## config.mk

```make
export PLATFORM = sky130hd
export DESIGN_NAME = nonce_encoder
export DESIGN_NICKNAME = d
export VERILOG_FILES = /design/src/rtl/nonce_encoder_pkg.sv /design/src/rtl/nonce_encoder.sv
export SDC_FILE = /design/constraint.sdc
export NUM_CORES = 1
export LEC_CHECK = 0
export ABC_CLOCK_PERIOD_IN_PS = 2300
export CORE_MARGIN = 2
export CORE_UTILIZATION = 28
export DETAILED_ROUTE_END_ITERATION = 12
export HOLD_SLACK_MARGIN = 0.1
export PLACE_DENSITY = 0.55
export SLEW_MARGIN = 25
export SYNTH_ARGS = -nofsm -noshare
export SYNTH_HDL_FRONTEND = slang
export SYNTH_SLANG_ARGS = --single-unit
```

## constraint.sdc

```tcl
create_clock -name clk -period 2.3 [get_ports clk]
set_input_delay 0.575 -clock clk [delete_from_list [all_inputs] [get_ports clk]]
set_output_delay 0.575 -clock clk [all_outputs]
set_load 0.02 [all_outputs]
```

## src/rtl/nonce_encoder_pkg.sv

```systemverilog
// Shared types and sizing helpers for the nonce encoder/decoder pair.
package nonce_encoder_pkg;

  typedef enum logic [1:0] {
    ST_IDLE      = 2'd0,
    ST_BROADCAST = 2'd1,
    ST_RUN       = 2'd2,
    ST_DONE      = 2'd3
  } enc_state_t;

  // Low log2(NUM_CORES) nonce bits are the core index, so the prefix carries the rest.
  function automatic int calc_prefix_w(input int nonce_w, input int num_cores);
    return nonce_w - $clog2(num_cores);
  endfunction

endpackage

```

## src/rtl/nonce_encoder.sv

```systemverilog
// Header broadcast then prefix sweep for NUM_CORES cores; all outputs registered, one cycle behind inputs.
// stall_i freezes counters, state and the pending prefix; start beats halt, stall and exhaustion.
module nonce_encoder
  import nonce_encoder_pkg::*;
#(
  parameter int  NUM_CORES     = 4,
  parameter int  BROADCAST_CNT = 5,
  parameter int  NONCE_W       = 32,
  localparam int PREFIX_W      = calc_prefix_w(NONCE_W, NUM_CORES)
) (
  input  logic                clk,
  input  logic                rst,
  input  logic                valid_i,
  input  logic                newblock_i,
  input  logic                stall_i,
  input  logic                halt_i,
  output logic                valid_o,
  output logic                newblock_o,
  output logic                broadcast_o,
  output logic [PREFIX_W-1:0] nonce_prefix_o,
  output logic                exhausted_o,
  output logic                done_o
);

  localparam int                 CNT_W    = $clog2(BROADCAST_CNT + 1);
  localparam logic [CNT_W-1:0]   CNT_LAST = CNT_W'(BROADCAST_CNT);
  localparam logic [PREFIX_W-1:0] PFX_MAX = '1;

  enc_state_t          r_state, w_state_nxt;
  logic [CNT_W-1:0]    r_cnt, w_cnt_nxt;
  logic [PREFIX_W-1:0] r_pfx, w_pfx_nxt;
  logic                r_last, w_last_nxt;
  logic                r_valid, w_valid_nxt;
  logic                r_newblock, w_newblock_nxt;
  logic                r_broadcast, w_broadcast_nxt;
  logic                r_exhausted, w_exhausted_nxt;
  logic                r_done, w_done_nxt;
  logic [PREFIX_W-1:0] r_pfx_out, w_pfx_out_nxt;
  logic                w_start;

  assign w_start = valid_i & newblock_i;

  always_ff @(posedge clk or negedge rst) begin
    if (!rst) begin
      r_state <= ST_IDLE;
    end else begin
      r_state <= w_state_nxt;
    end
  end

  // r_pfx is the next prefix to issue; r_last marks that the final prefix has gone out.
  always_comb begin
    w_state_nxt     = r_state;
    w_cnt_nxt       = r_cnt;
    w_pfx_nxt       = r_pfx;
    w_last_nxt      = r_last;
    w_valid_nxt     = 1'b0;
    w_newblock_nxt  = 1'b0;
    w_broadcast_nxt = 1'b0;
    w_exhausted_nxt = 1'b0;
    w_done_nxt      = 1'b0;
    w_pfx_out_nxt   = r_pfx_out;
    if (w_start) begin
      w_state_nxt     = ST_BROADCAST;
      w_newblock_nxt  = 1'b1;
      w_broadcast_nxt = 1'b1;
      w_valid_nxt     = !stall_i;
      w_cnt_nxt       = stall_i ? '0 : CNT_W'(1);
      w_pfx_nxt       = '0;
      w_last_nxt      = 1'b0;
      w_pfx_out_nxt   = '0;
    end else begin
      case (r_state)
        ST_IDLE: begin
        end
        ST_BROADCAST: begin
          if (halt_i) begin
            w_state_nxt = ST_DONE;
            w_done_nxt  = 1'b1;
          end else if (!valid_i) begin
            w_state_nxt = ST_IDLE;
          end else if (stall_i) begin
            w_broadcast_nxt = 1'b1;
          end else if (r_cnt == CNT_LAST) begin
            w_state_nxt   = ST_RUN;
            w_valid_nxt   = 1'b1;
            w_pfx_out_nxt = r_pfx;
            w_pfx_nxt     = r_pfx + 1'b1;
            w_last_nxt    = (r_pfx == PFX_MAX);
          end else begin
            w_broadcast_nxt = 1'b1;
            w_valid_nxt     = 1'b1;
            w_cnt_nxt       = r_cnt + 1'b1;
          end
        end
        ST_RUN: begin
          if (halt_i) begin
            w_state_nxt = ST_DONE;
            w_done_nxt  = 1'b1;
          end else if (!valid_i) begin
            w_state_nxt = ST_IDLE;
          end else if (r_last) begin
            w_state_nxt     = ST_DONE;
            w_done_nxt      = 1'b1;
            w_exhausted_nxt = 1'b1;
          end else if (stall_i) begin
            w_pfx_out_nxt = r_pfx;
          end else begin
            w_valid_nxt   = 1'b1;
            w_pfx_out_nxt = r_pfx;
            w_pfx_nxt     = r_pfx + 1'b1;
            w_last_nxt    = (r_pfx == PFX_MAX);
          end
        end
        ST_DONE: begin
          w_state_nxt = ST_IDLE;
        end
        default: begin
          w_state_nxt = ST_IDLE;
        end
      endcase
    end
  end

  always_ff @(posedge clk or negedge rst) begin
    if (!rst) begin
      r_cnt       <= '0;
      r_pfx       <= '0;
      r_last      <= 1'b0;
      r_valid     <= 1'b0;
      r_newblock  <= 1'b0;
      r_broadcast <= 1'b0;
      r_exhausted <= 1'b0;
      r_done      <= 1'b0;
      r_pfx_out   <= '0;
    end else begin
      r_cnt       <= w_cnt_nxt;
      r_pfx       <= w_pfx_nxt;
      r_last      <= w_last_nxt;
      r_valid     <= w_valid_nxt;
      r_newblock  <= w_newblock_nxt;
      r_broadcast <= w_broadcast_nxt;
      r_exhausted <= w_exhausted_nxt;
      r_done      <= w_done_nxt;
      r_pfx_out   <= w_pfx_out_nxt;
    end
  end

  assign valid_o        = r_valid;
  assign newblock_o     = r_newblock;
  assign broadcast_o    = r_broadcast;
  assign nonce_prefix_o = r_pfx_out;
  assign exhausted_o    = r_exhausted;
  assign done_o         = r_done;

endmodule

```

==> results.py <==
metrics = {
    "synth": {
        "synth_flop_cell": "dfrtp_1",
        "ys_ff_latch": 71,
        "syn_nets": 379,
        "synth_edf_count": 0,
        "ys_top_cells_by_area": "dfrtp_1 53%, nand2_1 8.9%, o21ai_0 5.9%",
        "syn_inst": 367,
        "syn_avg_cell_area_um2": 9.19,
        "synth_top_cell_by_area": "dfrtp_1",
        "synth_warnings": 0,
        "synth.distinct_cells": 43,
        "synth_top_area_frac": 0.527,
        "syn_area_um2": 3370,
        "async_flop_share": 1.00,
        "ys_seq_area_frac": 0.527,
    },
    "setup_path": {
        "path_class": "reg2reg",
        "worstPathMaxFanout": 16,
        "startpoint_type": "flip-flop",
        "required_ps": 2550,
        "critPathArrivalTime_ps": 2420,
        "endpoint_kind": "flip-flop",
    },
    "drt": {
        "wl_per_cell_um": 14.2,
        "ant_nets": 0,
        "detail_route.drc_violations": 0,
        "drt_wl_total_mm": 8.22,
        "dr.pass1.iters": 4,
        "drt_iter0_drc": 137,
        "vias_per_cell": 4.89,
        "vias": 2829,
    },
    "sta": {
        "clock.fmax_ghz": 0.460,
        "tightest_slew_ps": 554,
        "setup_viol": 0,
        "grt_setup_unrepaired": "false",
        "fin_tns_setup_ps": 0,
        "final_max_slew_viol_count": 0,
        "max-slew-margin-rel": 0.626,
        "skew_ps": 6.38,
        "fin_crit_ps": 2180,
        "hold_viol_final": 0,
        "min_period_over_period": 0.946,
    },
    "pwr": {
        "p_leak_nw": 1.83,
        "p_per_area_nw_per_um2": 859,
        "total_power_mw": 3.87,
        "irDropWorstVdd_uv": 309,
    },
    "final_layout": {
        "diodes": 0,
        "syn2layout_area_growth_pct": 33.6,
        "final_common_cell": "nand2_1",
        "fin_nets": 439,
        "fin_cells": 579,
        "drive_gt1_frac": 0.146,
        "layout_common_cells": "80 x nand2_1, 71 x dfrtp_1, 39 x o21ai_0, 39 x clkdlybuf4s50_1, 26 x buf_4",
    },
    "placement": {
        "hpwlAfterDp_mm": 5.49,
        "io_buffer_count": 40,
        "gp_congestion": 0.835,
        "dp.cells": 560,
    },
    "global_routing": {
        "grt_usage": 0.135,
        "grt_pass1_vias": 2805,
        "grt_max_degree": 58,
        "overflow": 0,
        "grt_antenna_before_repair": 0,
        "grt_first_pass_wirelength_mm": 14.0,
    },
    "die": {
        "dieArea_um2": 12900,
        "fp.dieW_um": 114,
        "core_um2": 11900,
        "boundaryPins": 41,
        "rows": 40,
        "initial_core_util": 0.284,
        "die_h_um": 114,
    },
    "clock_network": {
        "cts_root_buffer": "clkbuf_16",
        "cts_tree": "yes",
        "cts_sinks": 71,
        "clk_pin_slew_worst_paths_ps": 60,
        "cts_buffer_depth": 2,
        "cts_inserted_buffers": 9,
        "htreeDepth": 3,
        "cts_hold_buf": 0,
        "clock_latency_ps": 330,
    },
    "hold_path": {
        "hp-class": "in2async",
    },
    "status": {
        "status": "finished clean",
    },
    "flow_run": {
        "cap_violations": 0,
    },
}
## worst max-delay path: stages (launching register included)
cell,delay [ps]
dfrtp_1,410
and4_4,280
nand2_2,60
or4_1,550
buf_4,210
or4_1,410
a21oi_1,170
## through the flow
stage,hold slack (ps),util,setup WS (ps),instance area [um^2]
4_1_cts,176,0.376,34.8,4460
3_3_place_gp,463,0.346,-194,4100
6_report,167,0.380,125,4510
5_1_grt,186,0.380,6.33,4510
2_1_floorplan,279,-,61.0,3370
3_5_place_dp,470,0.346,-263,4100
## Yosys cell counts (all sizes together), types with 5 or more instances
cell,instances
nand2,81
dfrtp,71
o21ai,41
nor2,24
a21oi,19
clkbuf,15
o31ai,14
or4,12
nor3,10
xnor2,10
inv,9
nand4,7
ha,6
nand3,6
buf,5
## sequential cells by signal (all words and copies together), names as in the netlist
register / cells
broadcast_o: 1
r_state: 2
newblock_o: 1
valid_o: 1
done_o: 1
r_last: 1
r_pfx: 30
r_cnt: 3
exhausted_o: 1
nonce_prefix_o: 30
## path summary, 6_finish.rpt
path	slack, ps	cells past startpoint	from	to
worst min register to register	470	2	nonce_prefix_o[28]	nonce_prefix_o[28]
worst max-delay path	120	6	r_pfx[7]	r_pfx[28]
max in group asynchronous	1490	2	rst	r_pfx[15]
worst max register to register	120	6	r_pfx[7]	r_pfx[28]
worst min-delay path	170	1	rst	r_state[0]
min in group clk	470	2	nonce_prefix_o[28]	nonce_prefix_o[28]
## per-layer routing
layer  up-vias  routed length [um]  share of wire  global-route usage
li1       1403                   -              -                   -
met5         -                   0              0                   0
met4         0                 123          0.015              0.0496
met2        71                3600           0.44               0.198
met3        10                 356          0.043              0.0244
met1      1345                4140           0.50               0.200
## where the power goes
| group | switching (mW) | internal, mW |
|---|---|---|
| Clock | 0.535 | 1.12 |
| Sequential | 0.0836 | 1.33 |
| Combinational | 0.458 | 0.349 |
| Total | 1.08 | 2.79 |
## what timing repair did
action / in CTS / in global routing
resized for setup: 2 / 6
pin swaps: 0 / 2
endpoints found under the setup margin: 7 / 14
buffers inserted: 0 / 3
## cells by family after synthesis
| family | after synthesis | synth area share |
|---|---|---|
| compound gates | 85 | 0.149 |
| xor+xnor | 13 | 0.0338 |
| fa+ha+maj | 6 | 0.0223 |
| buf+inv | 29 | 0.0360 |
| flops | 71 | 0.527 |
| mux | 1 | 0.00334 |
| simple gates | 162 | 0.229 |
## cell type report
type | count | area (um^2)
timing repair buffer | 69 | 636
clock inverter | 5 | 104
sequential | 71 | 1780
inverter | 9 | 33.8
multi-input combinational | 267 | 1520
clock buffer | 11 | 253
fill | 1208 | 7350
tap | 147 | 184
Power figures use the tool's default switching activity.
